--- config.mk ---
export PLATFORM = sky130hd
export DESIGN_NAME = unified_mem_arbiter_flat
export DESIGN_NICKNAME = d
export VERILOG_FILES = /design/src/rtl/unified_mem_arbiter_pkg.sv /design/src/rtl/unified_mem_arbiter_if.sv /design/src/rtl/unified_mem_arb_pick.sv /design/src/rtl/unified_mem_arbiter.sv /design/src/flat_wrapper.sv
export SDC_FILE = /design/constraint.sdc
export NUM_CORES = 1
export LEC_CHECK = 0
export BUFFER_PORTS_ARGS = -buffer_cell sky130_fd_sc_hd__buf_2
export CORE_MARGIN = 5
export CORE_UTILIZATION = 46
export CTS_CLUSTER_DIAMETER = 100
export DETAILED_ROUTE_END_ITERATION = 6
export GPL_TIMING_DRIVEN = 0
export PLACE_DENSITY = 0.84
export SLEW_MARGIN = 5
export SYNTH_ARGS = -nofsm -noshare
export SYNTH_HDL_FRONTEND = slang
export SYNTH_SLANG_ARGS = --single-unit
--- constraint.sdc ---
create_clock -name clk -period 2.7 [get_ports clk]
set_input_delay 0.135 -clock clk [delete_from_list [all_inputs] [get_ports clk]]
set_output_delay 0.135 -clock clk [all_outputs]
set_load 0.1 [all_outputs]
--- src/rtl/unified_mem_arbiter_pkg.sv ---
// Shared types and constants for the unified instruction/data memory arbiter.
package unified_mem_arbiter_pkg;

   typedef enum logic [1:0] {
      IDLE  = 2'd0,
      ISSUE = 2'd1,
      WAIT  = 2'd2,
      DONE  = 2'd3
   } state_e;

   typedef enum logic {
      OWN_I = 1'b0,
      OWN_D = 1'b1
   } owner_e;

   localparam logic [31:0] RST_WORD = 32'h0;

endpackage

--- src/rtl/unified_mem_arbiter_if.sv ---
// Core-side request/response and memory-side bus of the unified memory arbiter.
interface unified_mem_arbiter_if #(
   parameter int ADDR_W = 6
);
   logic              if_req;
   logic [31:0]       if_addr;
   logic [31:0]       if_rdata;
   logic              if_ready;
   logic              d_req;
   logic              d_we;
   logic [31:0]       d_addr;
   logic [31:0]       d_wdata;
   logic [31:0]       d_rdata;
   logic              d_ready;
   logic              mem_en;
   logic              mem_we;
   logic [ADDR_W-1:0] mem_addr;
   logic [31:0]       mem_wdata;
   logic [31:0]       mem_rdata;
   logic              arb_busy;

   // master: the arbiter itself; slave: the core ports plus the memory
   modport master (
      input  if_req, if_addr, d_req, d_we, d_addr, d_wdata, mem_rdata,
      output if_rdata, if_ready, d_rdata, d_ready,
             mem_en, mem_we, mem_addr, mem_wdata, arb_busy
   );

   modport slave (
      output if_req, if_addr, d_req, d_we, d_addr, d_wdata, mem_rdata,
      input  if_rdata, if_ready, d_rdata, d_ready,
             mem_en, mem_we, mem_addr, mem_wdata, arb_busy
   );
endinterface

--- src/rtl/unified_mem_arb_pick.sv ---
// Combinational request picker; UNIFIED_MEM_ARB_RR_EN selects round-robin on a tie,
// otherwise the data port always wins a tie.
module unified_mem_arb_pick
   import unified_mem_arbiter_pkg::*;
(
   input  logic   if_req,
   input  logic   d_req,
   input  owner_e last_grant,
   output logic   grant_valid,
   output owner_e grant_owner
);

   owner_e tie_owner;

`ifdef UNIFIED_MEM_ARB_RR_EN
   assign tie_owner = (last_grant == OWN_D) ? OWN_I : OWN_D;
`else
   logic unused_last_grant;
   assign unused_last_grant = last_grant;
   assign tie_owner = OWN_D;
`endif

   always_comb begin
      grant_valid = if_req | d_req;
      grant_owner = OWN_I;
      if (if_req && d_req) begin
         grant_owner = tie_owner;
      end else if (d_req) begin
         grant_owner = OWN_D;
      end
   end

endmodule

--- src/rtl/unified_mem_arbiter.sv ---
// Shares one fixed-latency single-port word memory between fetch and load/store ports.
// UNIFIED_MEM_ARB_RR_EN enables round-robin tie breaking with a last-grant register.
module unified_mem_arbiter
   import unified_mem_arbiter_pkg::*;
#(
   parameter int MEM_LAT = 2,
   parameter int ADDR_W  = 6
) (
   input logic                   clk,
   input logic                   rst,
   unified_mem_arbiter_if.master bus
);
   // state | meaning
   // IDLE  | arbitrate, latch owner/address/we/wdata on any request
   // ISSUE | mem_en for one cycle, load latency counter
   // WAIT  | count down, capture mem_rdata at terminal count
   // DONE  | pulse owner's ready

   localparam int CNT_W = $clog2(MEM_LAT + 1);

   state_e              state_q, state_d;
   owner_e              owner_q, owner_d;
   logic [CNT_W-1:0]    cnt_q, cnt_d;
   logic [ADDR_W-1:0]   mem_addr_q, mem_addr_d;
   logic                mem_we_q, mem_we_d;
   logic [31:0]         mem_wdata_q, mem_wdata_d;
   logic [31:0]         if_rdata_q, if_rdata_d;
   logic [31:0]         d_rdata_q, d_rdata_d;
   owner_e              last_grant;
   logic                grant_valid;
   owner_e              grant_owner;
   logic                unused_addr_bits;

   // word addressing drops the byte offset and anything above the memory size
   assign unused_addr_bits = ^{bus.if_addr[31:ADDR_W+2], bus.if_addr[1:0],
                               bus.d_addr[31:ADDR_W+2], bus.d_addr[1:0]};

`ifdef UNIFIED_MEM_ARB_RR_EN
   owner_e last_grant_q, last_grant_d;
   assign last_grant = last_grant_q;
`else
   assign last_grant = OWN_I;
`endif

   unified_mem_arb_pick u_pick (
      .if_req      (bus.if_req),
      .d_req       (bus.d_req),
      .last_grant  (last_grant),
      .grant_valid (grant_valid),
      .grant_owner (grant_owner)
   );

   always_comb begin
      state_d     = state_q;
      owner_d     = owner_q;
      cnt_d       = cnt_q;
      mem_addr_d  = mem_addr_q;
      mem_we_d    = mem_we_q;
      mem_wdata_d = mem_wdata_q;
      if_rdata_d  = if_rdata_q;
      d_rdata_d   = d_rdata_q;
`ifdef UNIFIED_MEM_ARB_RR_EN
      last_grant_d = last_grant_q;
`endif
      case (state_q)
         IDLE: begin
            if (grant_valid) begin
               owner_d = grant_owner;
               state_d = ISSUE;
               if (grant_owner == OWN_D) begin
                  mem_addr_d  = bus.d_addr[ADDR_W+1:2];
                  mem_we_d    = bus.d_we;
                  mem_wdata_d = bus.d_wdata;
               end else begin
                  mem_addr_d  = bus.if_addr[ADDR_W+1:2];
                  mem_we_d    = 1'b0;
                  mem_wdata_d = RST_WORD;
               end
            end
         end
         ISSUE: begin
            cnt_d   = CNT_W'(MEM_LAT);
            state_d = WAIT;
`ifdef UNIFIED_MEM_ARB_RR_EN
            last_grant_d = owner_q;
`endif
         end
         WAIT: begin
            cnt_d = cnt_q - CNT_W'(1);
            if (cnt_q == CNT_W'(1)) begin
               state_d = DONE;
               if (owner_q == OWN_I) begin
                  if_rdata_d = bus.mem_rdata;
               end else if (!mem_we_q) begin
                  d_rdata_d = bus.mem_rdata;
               end
            end
         end
         DONE: begin
            state_d     = IDLE;
            mem_addr_d  = '0;
            mem_we_d    = 1'b0;
            mem_wdata_d = RST_WORD;
         end
         default: state_d = IDLE;
      endcase
   end

   always_ff @(posedge clk) begin
      if (rst) begin
         state_q     <= IDLE;
         owner_q     <= OWN_I;
         cnt_q       <= '0;
         mem_addr_q  <= '0;
         mem_we_q    <= 1'b0;
         mem_wdata_q <= RST_WORD;
         if_rdata_q  <= RST_WORD;
         d_rdata_q   <= RST_WORD;
`ifdef UNIFIED_MEM_ARB_RR_EN
         last_grant_q <= OWN_I;
`endif
      end else begin
         state_q     <= state_d;
         owner_q     <= owner_d;
         cnt_q       <= cnt_d;
         mem_addr_q  <= mem_addr_d;
         mem_we_q    <= mem_we_d;
         mem_wdata_q <= mem_wdata_d;
         if_rdata_q  <= if_rdata_d;
         d_rdata_q   <= d_rdata_d;
`ifdef UNIFIED_MEM_ARB_RR_EN
         last_grant_q <= last_grant_d;
`endif
      end
   end

   assign bus.mem_en    = (state_q == ISSUE);
   assign bus.mem_we    = mem_we_q;
   assign bus.mem_addr  = mem_addr_q;
   assign bus.mem_wdata = mem_wdata_q;
   assign bus.if_rdata  = if_rdata_q;
   assign bus.d_rdata   = d_rdata_q;
   assign bus.if_ready  = (state_q == DONE) && (owner_q == OWN_I);
   assign bus.d_ready   = (state_q == DONE) && (owner_q == OWN_D);
   assign bus.arb_busy  = (state_q != IDLE);

endmodule

--- src/flat_wrapper.sv ---
// flat-port wrapper written by rule: the top's interface ports become plain ports
module unified_mem_arbiter_flat import unified_mem_arbiter_pkg::*;
#(
   parameter int MEM_LAT = 2,
   parameter int ADDR_W  = 6
)
  (clk, rst, bus_if_req, bus_if_addr, bus_d_req, bus_d_we, bus_d_addr, bus_d_wdata, bus_mem_rdata, bus_if_rdata, bus_if_ready, bus_d_rdata, bus_d_ready, bus_mem_en, bus_mem_we, bus_mem_addr, bus_mem_wdata, bus_arb_busy);
  unified_mem_arbiter_if #(.ADDR_W(ADDR_W)) bus_i ();
  input logic clk;
  input logic rst;
  input wire logic [$bits(bus_i.if_req)-1:0] bus_if_req;
  input wire logic [$bits(bus_i.if_addr)-1:0] bus_if_addr;
  input wire logic [$bits(bus_i.d_req)-1:0] bus_d_req;
  input wire logic [$bits(bus_i.d_we)-1:0] bus_d_we;
  input wire logic [$bits(bus_i.d_addr)-1:0] bus_d_addr;
  input wire logic [$bits(bus_i.d_wdata)-1:0] bus_d_wdata;
  input wire logic [$bits(bus_i.mem_rdata)-1:0] bus_mem_rdata;
  output wire logic [$bits(bus_i.if_rdata)-1:0] bus_if_rdata;
  output wire logic [$bits(bus_i.if_ready)-1:0] bus_if_ready;
  output wire logic [$bits(bus_i.d_rdata)-1:0] bus_d_rdata;
  output wire logic [$bits(bus_i.d_ready)-1:0] bus_d_ready;
  output wire logic [$bits(bus_i.mem_en)-1:0] bus_mem_en;
  output wire logic [$bits(bus_i.mem_we)-1:0] bus_mem_we;
  output wire logic [$bits(bus_i.mem_addr)-1:0] bus_mem_addr;
  output wire logic [$bits(bus_i.mem_wdata)-1:0] bus_mem_wdata;
  output wire logic [$bits(bus_i.arb_busy)-1:0] bus_arb_busy;
  assign bus_i.if_req = bus_if_req;
  assign bus_i.if_addr = bus_if_addr;
  assign bus_i.d_req = bus_d_req;
  assign bus_i.d_we = bus_d_we;
  assign bus_i.d_addr = bus_d_addr;
  assign bus_i.d_wdata = bus_d_wdata;
  assign bus_i.mem_rdata = bus_mem_rdata;
  assign bus_if_rdata = bus_i.if_rdata;
  assign bus_if_ready = bus_i.if_ready;
  assign bus_d_rdata = bus_i.d_rdata;
  assign bus_d_ready = bus_i.d_ready;
  assign bus_mem_en = bus_i.mem_en;
  assign bus_mem_we = bus_i.mem_we;
  assign bus_mem_addr = bus_i.mem_addr;
  assign bus_mem_wdata = bus_i.mem_wdata;
  assign bus_arb_busy = bus_i.arb_busy;
  unified_mem_arbiter #(.MEM_LAT(MEM_LAT), .ADDR_W(ADDR_W)) u_core (.clk(clk), .rst(rst), .bus(bus_i));
endmodule
# Yosys cells after proc, flatten, opt, wreduce, memory -nomap -nowiden
# Cells that the tools add are included.
# classes
addsub	1
n_mul	0
div_mod_pow	0
order_cmp	0
n_eq_ne	6
shifts	0
muxes	15
bitwise_logic	3
reduce_logical	12
# ops
operator	count
2-to-1 mux 32 bit	2
case mux 32 bit (2 select lines)	1
2-to-1 mux 6 bit	2
case mux 6 bit (2 select lines)	1
case mux 2 bit (4 select lines)	1
AND reduction 2 bit	3
nonzero test 2 bit	3
== test 2 x 1 -> 1 bit (second input constant)	2
== test 2 bit (second input constant)	2
2-to-1 mux 1 bit	4
2-to-1 mux 2 bit	2
inequality test 2 x 1 -> 1 bit (second input constant)	2
case mux 2 bit (2 select lines)	1
AND reduction 4 bit	1
logical AND 1 bit	3
AND reduction 3 bit	1
zero test 2 bit	1
inverter 1 bit	2
case mux 1 bit (2 select lines)	1
subtractor 2 x 1 -> 2 bit (second input constant)	1
OR 1 bit	1
# totals
ff_bits	108
latch_bits	0
mem_bits_rw	0
mem_bits_ro	0
in_bits	133
output_inout_bits	107
elab_cells	45
memories	0

# Logic depth before layout (Yosys ltp)
# logic_depth
word_depth	5
ltp_mapped	7
mapped_depth_nobuf	5

# Hierarchy
# A second synthesis with hierarchy kept.
# unflattened
cells_unflattened	490
area_unflattened_um2	4131.5
# modules_own_cells
mod	n_inst	cells_per_inst	area_each_um2	seq_area_each_um2
unified_mem_arbiter	1	488	4121.5	2162.1
unified_mem_arb_pick	1	2	10.0	0.0

# Worst setup path before layout
# OpenSTA, ideal clock, no wires.
# synth_timing
path_kind	register to output
startpoint	reg u_core.state_q[1]
endpoint	out bus_if_ready
t_arrival_ns	1.934
required_time_ns	2.565
slack_ns	0.631
stages_incl_launch_ff	3
n_path_buf	0
cell_sequence	dfxtp_1 ha_1 nor2b_1
# synth_between
elab_chain_cells	2
# synth_rtl
element	line	rtl
from (decl)	unified_mem_arbiter.sv:21	state_e state_q, state_d;
from (signal assigned)	unified_mem_arbiter.sv:123	state_q <= state_d;
== test 2 bit	unified_mem_arbiter.sv:143	assign bus.if_ready = (state_q == DONE) && (owner_q == OWN_I);
logical AND 1 bit	unified_mem_arbiter.sv:143	
to (decl)	flat_wrapper.sv:19	output wire logic [$bits(bus_i.if_ready)-1:0] bus_if_ready;
# No other way between the ends.

# Final worst setup path
# layout_timing
startpoint	reg u_core.state_q[1]
endpoint	reg u_core.mem_wdata_q[15], in the netlist u_core.bus.mem_wdata[15]
# layout_between
elab_chain_cells	3
elab_cells_between_ends	6
cone_classes	eq/ne (2); mux (1); reduce/logical (3)
# layout_rtl
element	line	rtl
zero test 2 bit or == test 2 bit (tied branches)	unified_mem_arbiter.sv:65	case (state_q)
inequality test 2 x 1 -> 1 bit (no source line) or nonzero test 2 bit (tied branches)	n/a	
AND reduction 2 bit (no source line)	n/a	
to (signal assigned)	unified_mem_arbiter.sv:128	mem_wdata_q <= mem_wdata_d;
to (decl)	unified_mem_arbiter.sv:26	logic [31:0] mem_wdata_q, mem_wdata_d;
# Several ways; a longest one is shown, not always the timed one.
# A chain may end at the register's enable or synchronous reset.

==> impl_results.md <==
* DR iter-0 viols at 131
* Final period utilization at 0.723
* Hold Path Origin: bus_mem_rdata[18]
* Worst vdd ir at 670 uV
* Vias at about 4200
* Worst r2r path cells at 6
* Critical path's top delay family: buffers and inverters
* Die height at 103 um
* Pwr dens at between 800 and 900 nW/um^2
* Most frequent cells in the layout: 197 x buf_2, 163 x nand2_1, 108 x dfxtp_1
* CTS tree: done
* Number of enable flip-flop cells after synthesis at 0
* Dpl hpwl at 8.82 mm
* Critical Path End Type: register
* Synthesis Warnings at 0
* Pre-Repair DR Iteration Count at 4
* Peak Freq at 0.512 GHz
* Cts repair resizes at 0
* Area of the mapped netlist at 3990 um^2
* Synth Flop Type: dfxtp_1
* Static Leak at ~2.5 nW
* Post-route ant nets at 0
* Vias in the first global route at about 4200
* Clock Skew at 0.0159 ns
* Core Box Area at 8590 um^2
* Clk buf depth at 2
* Delay of the slowest critical-path stage at around 0.42 ns
* Cts bufs inserted at 9
* Setup crit start kind: register
* Synth unique cells at 30
* Antenna violations before repair at 0
* Utilization after layout at 0.644
* Syn_area_per_cell at 8.20 um^2
* Congestion Overflow GR at 0
* Buffers & Inverters on Critical Path at 2
* Starting density of the core at 0.464
* Pins Over Slew Limit at 0
* Reg2reg start: u_core.state_q[1]
* Tightest Hold Check Type: in2reg
* Period minus WS final at 1.95 ns
* PortBufs at 186
* GP Congestion at 0.853
* Rows at 34
* Asr flop ratio synth at 0
* Setup slack, reg-to-reg at about 0.75 ns
* Remaining DRCs at 0
* CP arrival at 2.23 ns
* WHS at 0.0144 ns
* Final instance area at 5530 um^2
* CTS Sinks at 108
* Hold Fails Final Rpt at 0
* Largest net degree at the start of global routing at 21
* Root Driver: clkbuf_8
* Setup TNS at 0 ns
* Share of layout cells above drive strength 1 at 0.308
* Syn_nets at about 630
* Clock-pin transition on the worst setup and hold timing paths at 0.12 ns
* Seq/Total Area, Yosys at 0.542
* Req. time, crit path at 2.98 ns
* Endpoints failing setup at 0
* Most common cell after layout, fill and taps aside: buf_2
* CTS H-tree depth at 3
* Crit-path cells: inv_1 > ha_1 > nor2_1 > clkbuf_1 > o21ai_0 > a21oi_1
* I/O pin cnt at 240
* Worst-path fanout max at 10
* Routed WL at 12.0 mm
* Worst r2r dst: u_core.bus.mem_wdata[15]
* Area grow syn2layout at 38.6%
* Die width at ~100 um
* Maxcap violations at 0
* Worst slew margin at 0.624
* First-pass GRT wire length at 18.9 mm
* Via/cell ratio at 5.06
* Net count, final at about 850
* Slew @ Worst Pin at 0.564 ns
* Status: completed
* Setup CP Type: reg2reg
* Wire per inst at ~15 um
* RSZ-0062 raised after global routing: false
* Cells on Worst Hold Path at 3
* Fill cells at ~740
* CP max stage cell: dfxtp_1
* Placed cell area at 5060 um^2
* Synthesized flop and latch total at ~110
* Total track usage at 0.222
* Die area at between 10000 and 15000 um^2
* Gate Count Post-Synth at 487
* Worst Hold End: u_core.bus.if_rdata[18]
* Worst-Skew Late Latency at 0.36 ns
* Number of stages on the worst setup path at 6
==> flip-flops by register name, summed over array words and instances, names as in the netlist <==
| signal | flops |
|---|---|
| u_core.cnt_q | 2 |
| u_core.bus.mem_wdata | 32 |
| u_core.bus.if_rdata | 32 |
| u_core.state_q | 2 |
| u_core.bus.mem_addr | 6 |
| u_core.bus.mem_we | 1 |
| u_core.bus.d_rdata | 32 |
| u_core.owner_q | 1 |
==> worst reg2reg max path: cells and delay by family, from the launching register on <==
kind	cells	cell delay (ns)
adder cells (fa/ha/maj)	1	0.26
flip-flops	1	0.42
AND/OR/NAND/NOR	1	0.42
AO/OA/AOI/OAI	2	0.32
buffers and inverters	2	0.46
==> metrics by stage <==
step | power (mW) | std cells | setup slack [ns]
2_1_floorplan | 3.50 | 487 | 0.631
3_5_place_dp | 3.90 | 781 | 0.775
5_1_grt | 5.09 | 825 | 0.550
4_1_cts | 4.87 | 824 | 0.716
6_report | 4.85 | 826 | 0.747
3_3_place_gp | 3.85 | 781 | 0.916
==> synthesized netlist by cell type (4+ instances only) <==
cell,instances,area [um^2]
a21oi_1,98,490
nor2_1,4,15.0
o2bb2ai_1,6,52.6
mux2i_1,7,70.1
dfxtp_1,108,2160
o21ai_0,33,165
clkbuf_1,22,82.6
buf_2,11,55.1
ha_1,7,87.6
nand2_1,163,612
inv_1,4,15.0
==> final cells by class <==
class / instances / area (um^2) / area share
repair buffers: 214 / 1210 / 0.219
inverters: 5 / 18.8 / 0.00339
plain buffers: 37 / 164 / 0.0296
clock buffers: 9 / 124 / 0.0224
flip-flops and latches: 108 / 2160 / 0.391
well taps: 108 / 135 / 0.0244
clock inverters: 7 / 66.3 / 0.0120
diodes: 1 / 2.50 / 0.000452
multi-input cells: 337 / 1650 / 0.298
==> power by group <==
part | switching [mW] | internal (mW) | total (mW)
sequential | 0.0909 | 1.75 | 1.84
combinational | 1.63 | 0.426 | 2.06
clock | 0.588 | 0.361 | 0.950
==> kinds of logic (layout without fill, tap and decap cells) <==
| kind of cell | after synthesis | count (layout) | share of synthesized area |
|---|---|---|---|
| adder cells (fa/ha/maj) | 7 | 7 | 0.0219 |
| other | 0 | 1 | 0 |
| flip-flops | 108 | 108 | 0.542 |
| buffers and inverters | 42 | 272 | 0.0458 |
| multiplexers | 7 | 7 | 0.0176 |
| AND/OR/NAND/NOR | 181 | 181 | 0.186 |
| AO/OA/AOI/OAI | 142 | 142 | 0.187 |
==> per-layer routing <==
layer,vias up,global-route usage,share of wire
met1,1918,0.257,0.39
li1,2056,-,-
met5,-,0,0
met4,0,0.0827,0.021
met2,178,0.391,0.50
met3,26,0.0595,0.091
==> worst max path at each step <==
stage	from	to	slack, ns
after floorplan	u_core.state_q[1]	bus_if_ready	0.63
after global placement	u_core.state_q[1]	u_core.bus.mem_wdata[13]	0.92
after detailed placement	u_core.state_q[1]	u_core.bus.mem_wdata[15]	0.77
after CTS	u_core.state_q[1]	u_core.bus.mem_wdata[15]	0.72
after global routing	u_core.state_q[1]	u_core.bus.mem_wdata[24]	0.55
final	u_core.state_q[1]	u_core.bus.mem_wdata[15]	0.75
==> timing repair <==
action | in CTS | in global routing
hold buffers | 27 | 1
buffers inserted | 0 | 0
endpoints found under the hold margin | 28 | 1
Power figures use the tool's default switching activity.
